==> src/rtl/reg_elastic.sv <==
// reg_elastic -- two-entry elastic pipeline register (skid buffer).
//
// The main register M always drives Q. The skid register S catches the one
// word that can arrive in the same cycle the downstream stage stalls, so
// that InReady can be a plain registered signal. Neither InReady nor
// OutValid has a combinational path from InValid or OutReady.
//
// Ports:
//   CLK      in   clock; all state changes on its rising edge
//   RST      in   asynchronous active-high reset (clears M and S)
//   FLUSH    in   synchronous clear of all stored words; wins over transfers
//   InValid  in   upstream offers the word on D
//   InReady  out  a word can be accepted this cycle
//   D        in   upstream data word [width-1:0]
//   OutValid out  the word on Q is offered downstream
//   OutReady in   downstream accepts the word on Q
//   Q        out  downstream data word [width-1:0] (= M)
//   Level    out  number of stored words, 0..2

module reg_elastic #(
    parameter int width = 8
) (
    input  logic             CLK,
    input  logic             RST,
    input  logic             FLUSH,
    input  logic             InValid,
    output logic             InReady,
    input  logic [width-1:0] D,
    output logic             OutValid,
    input  logic             OutReady,
    output logic [width-1:0] Q,
    output logic [1:0]       Level
);

    typedef enum logic [1:0] {
        EMPTY = 2'd0,
        ONE   = 2'd1,
        FULL  = 2'd2
    } state_t;

    state_t           state_reg;
    logic [width-1:0] m_reg;
    logic [width-1:0] s_reg;
    logic             in_ready_reg;
    logic             out_valid_reg;
    logic [1:0]       level_reg;

    logic in_fire;
    logic out_fire;

    assign in_fire  = InValid & in_ready_reg;
    assign out_fire = out_valid_reg & OutReady;

    // Outputs are registered alongside the state so that each one always
    // equals the decode of the state it accompanies.
    always_ff @(posedge CLK or posedge RST) begin
        if (RST) begin
            state_reg     <= EMPTY;
            m_reg         <= '0;
            s_reg         <= '0;
            in_ready_reg  <= 1'b1;
            out_valid_reg <= 1'b0;
            level_reg     <= 2'd0;
        end else if (FLUSH) begin
            // Discards stored words and whatever is offered on D this cycle.
            state_reg     <= EMPTY;
            m_reg         <= '0;
            s_reg         <= '0;
            in_ready_reg  <= 1'b1;
            out_valid_reg <= 1'b0;
            level_reg     <= 2'd0;
        end else begin
            case (state_reg)
                EMPTY: begin
                    if (in_fire) begin
                        m_reg         <= D;
                        state_reg     <= ONE;
                        in_ready_reg  <= 1'b1;
                        out_valid_reg <= 1'b1;
                        level_reg     <= 2'd1;
                    end
                end
                ONE: begin
                    if (in_fire && out_fire) begin
                        // Pass-through: M is consumed and refilled together.
                        m_reg <= D;
                    end else if (in_fire) begin
                        // Downstream stalled: park the new word behind M.
                        s_reg         <= D;
                        state_reg     <= FULL;
                        in_ready_reg  <= 1'b0;
                        out_valid_reg <= 1'b1;
                        level_reg     <= 2'd2;
                    end else if (out_fire) begin
                        state_reg     <= EMPTY;
                        in_ready_reg  <= 1'b1;
                        out_valid_reg <= 1'b0;
                        level_reg     <= 2'd0;
                    end
                end
                FULL: begin
                    // in_fire cannot happen here since InReady is low.
                    if (out_fire) begin
                        m_reg         <= s_reg;
                        state_reg     <= ONE;
                        in_ready_reg  <= 1'b1;
                        out_valid_reg <= 1'b1;
                        level_reg     <= 2'd1;
                    end
                end
                default: begin
                    state_reg     <= EMPTY;
                    in_ready_reg  <= 1'b1;
                    out_valid_reg <= 1'b0;
                    level_reg     <= 2'd0;
                end
            endcase
        end
    end

    assign InReady  = in_ready_reg;
    assign OutValid = out_valid_reg;
    assign Q        = m_reg;
    assign Level    = level_reg;

endmodule
==> config.mk <==
export PLATFORM = sky130hd
export DESIGN_NAME = reg_elastic
export DESIGN_NICKNAME = d
export VERILOG_FILES = /design/src/rtl/reg_elastic.sv
export SDC_FILE = /design/constraint.sdc
export NUM_CORES = 1
export LEC_CHECK = 0
export CORE_AREA = 4 4 54 51
export CTS_BUF_LIST = sky130_fd_sc_hd__clkbuf_2 sky130_fd_sc_hd__clkbuf_4 sky130_fd_sc_hd__clkbuf_8
export DETAILED_ROUTE_END_ITERATION = 16
export DIE_AREA = 0 0 58 55
export PLACE_DENSITY_LB_ADDON = 0.1
export SLEW_MARGIN = 20
export SYNTH_ARGS = -nofsm -noshare
export SYNTH_HDL_FRONTEND = slang
export SYNTH_SLANG_ARGS = --single-unit
==> constraint.sdc <==
create_clock -name CLK -period 4.1 [get_ports CLK]
set_input_delay 0.82 -clock CLK [delete_from_list [all_inputs] [get_ports CLK]]
set_output_delay 0.82 -clock CLK [all_outputs]
set_load 0.05 [all_outputs]
==> run summary, run 1 <==
Bufs and invs on worst path: 1
Post-DP HPWL: 1720 um
min Tclk post-route: 2.54 ns
Pins Over Slew Limit: 0
width of the die: 58 um
Post-Route Setup TNS: 0 ns
DRT Pass-1 Iters: 4
Routed WL per cell: 15.5 um
VDD IR max: 0.453 mV
final WL: 2390 um
share of cells above drive strength 1: 0.0787
total power draw: 1130 uW
vias in the first global route: 801
initial core utilization: 0.531
family with the most delay on the worst path: buffers and inverters
CTS resizes: 0
IO Count: 25
Die Footprint: 3190 um2
async set-reset flop share out of synthesis: 1.00
Core Rows: 16
cts hold-fix bufs: 0
Root Driver: clkbuf_4
Die H: 55 um
status: complete, no violations
crit start category: flop
postcts setup bufs: 0
Int Pwr: 570 uW
Via density: 5.64
fin area: 1400 um2
initial antenna violation count: 0
Seq pwr share: 0.284
GP Congestion: 0.741
Worst-Skew Late Latency: 0.30 ns
nets@finish: 146
Max stage delay on crit path: 0.82 ns
DR DRC count: 0
YS warnings: 0
Netlist cell types: 29
# clock sinks: 20
ant diodes: 0
most frequent cells in the layout: clkdlybuf4s50_1 (24), dfrtp_1 (19), mux2i_1 (16)
antenna-violating nets left: 0
CTS tree: yes
top_reg_cell synth: dfrtp_1
switching share of power: 0.496
commonest non-fill, non-tap cell in the layout: clkdlybuf4s50_1
Fin. Hold Viols: 0
Synth Cell Area: 1150 um2
Max-Cap Viols: 0
Switch Pwr: 560 uW
CP required: 3.28 ns
Comb power frac: 0.621
CTS Buf Count: 3
period utilisation layout: 0.620
HP Class: flop to flop
first-pass GRT wire length: 3820 um
CTS clk-pin slew, worst paths: 0.11 ns
Syn Inst Count: 106
CTS H-tree lvls: 1
Max clock buf depth: 2
Setup Skew: 0.00128 ns
largest net degree at the start of global routing: 22
arrival time worst endpoint: 1.72 ns
Final Setup Violations: 0
Post-synth EDFFs: 0
CP Capture Type: output pin
CP max FO: 7
Seq/Total Area, Yosys: 0.437
clock share of power: 0.095
core box area: 2160 um2
area grow syn2layout: 22.1%
critical path cell sequence: clkdlybuf4s50_1
post-synthesis average cell area: 10.8 um2
Worst Tran Pin Value: 0.788 ns
CP max stage cell: clkdlybuf4s50_1
Initial DRC Count: 12
max_slew headroom: 0.473
Post-Synthesis Net Count: 124
flops & latches, synth: 20
Leak Pwr: 0.000609 uW
fmax: 0.393 GHz
dpl cell area: 1370 um2
gr usage total: 0.166
total congestion overflow: 0
routed vias: 868
PwrDens: 806 nW/um2
RSZ-0062 raised after global routing: no
IO Port Bufs: 24
crit path kind: flop to output pin
[stage by stage]
| stage | hold WS (ns) | cells | utilization | setup slack, ns |
|---|---|---|---|---|
| after floorplan | 0.489 | 106 | - | 1.83 |
| after global placement | 0.505 | 150 | 0.635 | 1.54 |
| after detailed placement | 0.515 | 150 | 0.635 | 1.48 |
| after CTS | 0.543 | 154 | 0.649 | 1.55 |
| after global routing | 0.565 | 154 | 0.649 | 1.50 |
| final | 0.537 | 154 | 0.649 | 1.56 |
[cell usage after synthesis (all sizes together) (2+ instances only)]
master,number,area [um2]
dfrtp,19,475
inv,3,11.3
o21ai,4,20.0
buf,4,32.5
nand2,3,11.3
mux2i,16,160
nand3,2,10.0
a311oi,8,82.6
a21oi,13,65.1
nor2,13,48.8
a21boi,2,26.3
ha,5,62.6
clkbuf,2,8.75
[path summary, 6_finish.rpt]
check	from	to	slack [ns]	cells after the start
setup / recovery	InReady	InReady	1.56	1
hold / removal	s_reg[2]	s_reg[2]	0.54	2
setup reg to reg	Level[0]	Q[6]	1.84	6
hold reg to reg	s_reg[2]	s_reg[2]	0.54	2
max in group asynchronous	RST	Q[0]	2.71	2
min in group asynchronous	RST	s_reg[4]	0.93	2
[per-layer routing]
metal | wire length [um] | part of all wire | vias to the layer above | track usage
met5 | 0 | 0 | - | 0
met4 | 40 | 0.017 | 0 | 0.0811
met3 | 142 | 0.059 | 5 | 0.0418
met2 | 1050 | 0.44 | 30 | 0.271
met1 | 1150 | 0.48 | 398 | 0.207
li1 | - | - | 435 | -
[cell families (layout without fill, tap and decap cells)]
family / Yosys count / after routing / share of synthesized area
flip-flops: 20 / 20 / 0.437
AO/OA/AOI/OAI: 33 / 33 / 0.228
adder cells (fa/ha/maj): 5 / 5 / 0.0545
buffers and inverters: 10 / 31 / 0.0534
multiplexers: 16 / 16 / 0.139
AND/OR/NAND/NOR: 22 / 22 / 0.0882
[cell type report]
type	instances	area, um2
Fill cell	177	759
Multi-Input combinational cell	76	586
Sequential cell	20	502
Timing Repair Buffer	24	240
Tap cell	27	33.8
Clock buffer	4	30.0
Inverter	3	11.3
[worst min-delay path, delay by kind of cell (launching register included)]
family           cells  cell delay (ns)
AND/OR/NAND/NOR      1             0.08
flip-flops           1             0.36
multiplexers         1             0.07
[power groups by stage]
stage | clock, uW | sequential (uW) | combinational (uW)
3_3_place_gp | 0 | 323 | 692
6_report | 107 | 321 | 703
4_1_cts | 111 | 321 | 704
2_1_floorplan | 0 | 510 | 350
5_1_grt | 120 | 332 | 751
3_5_place_dp | 0 | 325 | 703
(Power assumes the default switching activity.)
==> inputs of run 2 (changes only) <==
CORE_AREA = 4 4 58 54   (was 4 4 54 51)
DIE_AREA = 0 0 62 58   (was 0 0 58 55)
clock period = 2.3 ns   (was 4.1 ns; I/O delays follow)
==> run 2 against run 1 <==
- power increased by 82%
- largest cell class unchanged
- critical path depth unchanged
- sequential share of layout area decreased by 0.93 points
- sequential power increased by 77%
- die area increased by 13%
- routed wire length increased by 2.3%
- core utilization decreased by 7.0 points
- worst setup slack got worse by 1.5 ns
- combinational power increased by 82%
- design area increased by 2.7%
- non-clock buffer count increased by 4
==> run summary, run 2 (synthesis results as in run 1) <==
Final Setup Violations: 0
Non-Filler Instances: 159
gr usage total: 0.151
Max clock buf depth: 2
postcts setup bufs: 0
share of cells above drive strength 1: 0.107
min Tclk post-route: 2.20 ns
CP required: 1.84 ns
final WL: 2440 um
nets@finish: 150
GRT busiest layer: met1
total congestion overflow: 0
RSZ-0062 raised after global routing: no
placed cells: 155
Die H: 58 um
Fin. Hold Viols: 0
# clock sinks: 20
DR DRC count: 0
crit start category: flop
vias in the first global route: 795
Worst-Skew Late Latency: 0.31 ns
commonest non-fill, non-tap cell in the layout: clkdlybuf4s50_1
area grow syn2layout: 25.4%
Leak Pwr: 0.000632 uW
met1 GRT Util: 0.242
initial core utilization: 0.462
Routed WL per cell: 15.4 um
routed vias: 873
status: complete, no violations
GRT met3 Usage: 0.0579
PwrDens: 1430 nW/um2
worst hold slack: 0.465 ns
CP max FO: 7
first-pass GRT wire length: 3990 um
Post-Route Setup TNS: 0 ns
ant diodes: 0
Via density: 5.49
Worst Tran Pin Value: 0.581 ns
CTS Buf Count: 3
IO Count: 25
antenna-violating nets left: 0
Post-DP HPWL: 1800 um
max_slew headroom: 0.612
HP Class: input port to asynchronous set/reset pin
CTS clk-pin slew, worst paths: 0.12 ns
most frequent cells in the layout: clkdlybuf4s50_1 (24), dfrtp_1 (19), mux2i_1 (16)
GP Congestion: 0.834
VDD IR max: 0.986 mV
family with the most delay on the worst path: buffers and inverters
DRT Pass-1 Iters: 4
M2 GR Usage: 0.185
initial antenna violation count: 0
IO Port Bufs: 24
Root Driver: clkbuf_4
Pins Over Slew Limit: 0
fmax: 0.454 GHz
Max-Cap Viols: 0
final-layout fill cell count: 235
Bufs and invs on worst path: 1
Setup Skew: 0.00863 ns
critical path cell sequence: clkdlybuf4s50_1
period utilisation layout: 0.957
Core Rows: 17
CTS resizes: 0
core box area: 2490 um2
arrival time worst endpoint: 1.74 ns
CTS tree: yes
Initial DRC Count: 31
crit path kind: flop to output pin
Die Footprint: 3600 um2
CTS H-tree lvls: 1
largest net degree at the start of global routing: 21
Max stage delay on crit path: 0.82 ns
cts hold-fix bufs: 0
CP Capture Type: output pin
CP max stage cell: clkdlybuf4s50_1
width of the die: 62 um
fin util: 0.579
==> run 2: cell types whose count changed in the layout (fill, tap and decap cells not counted), sizes merged <==
cell / previous run / this run
buf: 0 / 4
==> run 2: per-stage QoR <==
step | instance area, um2 | setup WS (ns) | power [uW]
floorplan | 1150 | 0.0286 | 1530
global placement | 1400 | 0.151 | 1840
detailed placement | 1400 | 0.139 | 1860
CTS | 1440 | 0.0928 | 2070
global route | 1440 | 0.0357 | 2200
finish | 1440 | 0.0993 | 2060
==> run 2: report_power, final <==
group          switching, uW  internal [uW]  leakage, uW
combinational            798            485     0.000345
clock                    113           96.7    0.0000210
sequential              93.7            475     0.000266
==> run 2: path summary, 6_finish.rpt <==
path	cells past startpoint	startpoint	slack [ns]	to
setup / recovery	1	InReady	0.1	InReady
hold / removal	3	RST	0.46	Level[0]
setup reg to reg	6	Level[1]	0.30	s_reg[0]
hold reg to reg	2	s_reg[1]	0.53	s_reg[1]
max in group asynchronous	3	RST	1.57	InReady
min in group CLK	2	s_reg[1]	0.53	s_reg[1]
==> run 2: layout make-up <==
cell class,instances,area [um2],share of cell area
multi-input combinational,76,586,0.407
sequential,20,502,0.348
inverter,3,11.3,0.00782
timing repair buffer,28,270,0.188
clock buffer,4,36.3,0.0252
tap,28,35.0,0.0243
==> run 2: layer usage <==
layer,up-vias,wire length (um)
met5,-,0
met4,0,10
met3,2,159
met2,24,985
met1,404,1290
li1,443,-
==> run 2: tightest hold or removal path, cell delays in order <==
cell and delay, ns:
clkdlybuf4s50_1 0.40, inv_1 0.05, buf_4 0.26
==> inputs of run 3 (changes only) <==
CELL_PAD_IN_SITES_DETAIL_PLACEMENT = 1   (was unset)
CELL_PAD_IN_SITES_GLOBAL_PLACEMENT = 1   (was unset)
CORE_AREA = 2 2 63 59   (was 4 4 58 54)
DIE_AREA = 0 0 65 61   (was 0 0 62 58)
==> run 3 against run 2 <==
- clock power increased by 70%
- combinational power increased by 9%
- maximum frequency increased by 3.7%
- worst setup slack improved by 0.078 ns
- cell count increased by 11%
- sequential share of layout area decreased by 2.2 points
- via count increased by 0.80%
- clock skew decreased by 0.0058 ns
- clock-buffer cell count decreased by 1
- first-iteration DRC count increased by 90%
- critical path depth unchanged
- critical path type unchanged
- critical endpoint unchanged
- largest power group unchanged
==> run summary, run 3 (synthesis results as in run 1) <==
status: complete, no violations
CP max FO: 7
Die Footprint: 3970 um2
CTS tree: yes
# clock sinks: 20
Core Rows: 20
ant diodes: 0
CP max stage cell: clkdlybuf4s50_1
critical path cell sequence: clkdlybuf4s50_1
family with the most delay on the worst path: buffers and inverters
register area: 502 um2
initial core utilization: 0.350
CTS Buf Count: 3
PwrDens: 1510 nW/um2
crit start category: flop
Post-Route Setup TNS: 0 ns
Die H: 61 um
CTS H-tree lvls: 1
vias in the first global route: 932
total congestion overflow: 0
DR DRC count: 0
period utilisation layout: 0.923
FF-to-FF path depth: 6
width of the die: 65 um
most frequent cells in the layout: clkdlybuf4s50_1 (24), dfrtp_1 (19), mux2i_1 (16)
nets@finish: 152
HP Class: input port to asynchronous set/reset pin
RR Startpoint: Level[1]
dpl ws: 0.200 ns
Worst-Skew Late Latency: 0.26 ns
CP required: 1.84 ns
IO Count: 25
Fin. Hold Viols: 0
Max clock buf depth: 2
area grow syn2layout: 33.7%
fmax: 0.471 GHz
commonest non-fill, non-tap cell in the layout: clkdlybuf4s50_1
Final Setup Violations: 0
CTS clk-pin slew, worst paths: 0.08 ns
dpl cell area: 1460 um2
Max stage delay on crit path: 0.81 ns
cts hold-fix bufs: 0
GP Congestion: 0.725
routed vias: 880
multi-input logic area: 586 um2
Max-Cap Viols: 0
final-layout fill cell count: 376
Bufs and invs on worst path: 1
CTS resizes: 0
Via density: 4.97
Reg2Reg Capture Point: Level[1]
RSZ-0062 raised after global routing: no
Post-DP HPWL: 2020 um
CP Capture Type: output pin
largest net degree at the start of global routing: 21
Pins Over Slew Limit: 0
min Tclk post-route: 2.12 ns
Root Driver: clkbuf_8
fin util: 0.468
Worst R2R Setup Slack: 0.33 ns
max_slew headroom: 0.609
Worst Tran Pin Value: 0.586 ns
antenna-violating nets left: 0
Leak Pwr: 0.000667 uW
initial antenna violation count: 0
arrival time worst endpoint: 1.66 ns
crit path kind: flop to output pin
fin area: 1540 um2
DRT Pass-1 Iters: 4
core box area: 3280 um2
postcts setup bufs: 0
gr usage total: 0.154
Setup Skew: 0.00281 ns
final WL: 2660 um
Worst Setup Slack, final: 0.178 ns
share of cells above drive strength 1: 0.120
first-pass GRT wire length: 4610 um
Initial DRC Count: 59
IO Port Bufs: 24
Routed WL per cell: 15.0 um
VDD IR max: 0.450 mV
-- run 3: metal layers --
metal,share of wire,GRT usage,vias up
met5,0,0,-
met4,0,0.0365,0
met3,0.038,0.0278,0
met2,0.43,0.236,18
met1,0.53,0.228,419
li1,-,-,443
-- run 3: area by class of cell --
cell class	instances	area share
sequential	20	0.327
inverter	3	0.00733
tap	44	0.0359
multi-input combinational	76	0.381
clock buffer	3	0.0269
clock inverter	1	0.0196
timing repair buffer	30	0.202
-- run 3: power by group --
group / internal [uW] / switching, uW / total, uW
clock: 232 / 124 / 356
combinational: 554 / 835 / 1390
sequential: 476 / 93.9 / 570
-- run 3: worst max-delay path by stage --
stage / from / to / cells past startpoint
after global placement: InValid / Level[1] / 5
after global routing: InReady / InReady / 1
after CTS: InReady / InReady / 1
after floorplan: Level[0] / Q[5] / 8
final: InReady / InReady / 1
after detailed placement: InValid / Level[1] / 5
-- run 3: per-stage QoR --
stage               hold slack [ns]  total power (uW)  cells
finish                        0.521              2310    177
global route                  0.537              2480    177
CTS                           0.524              2340    177
detailed placement            0.518              1970    173
global placement              0.506              1950    173
floorplan                     0.423              1530    106
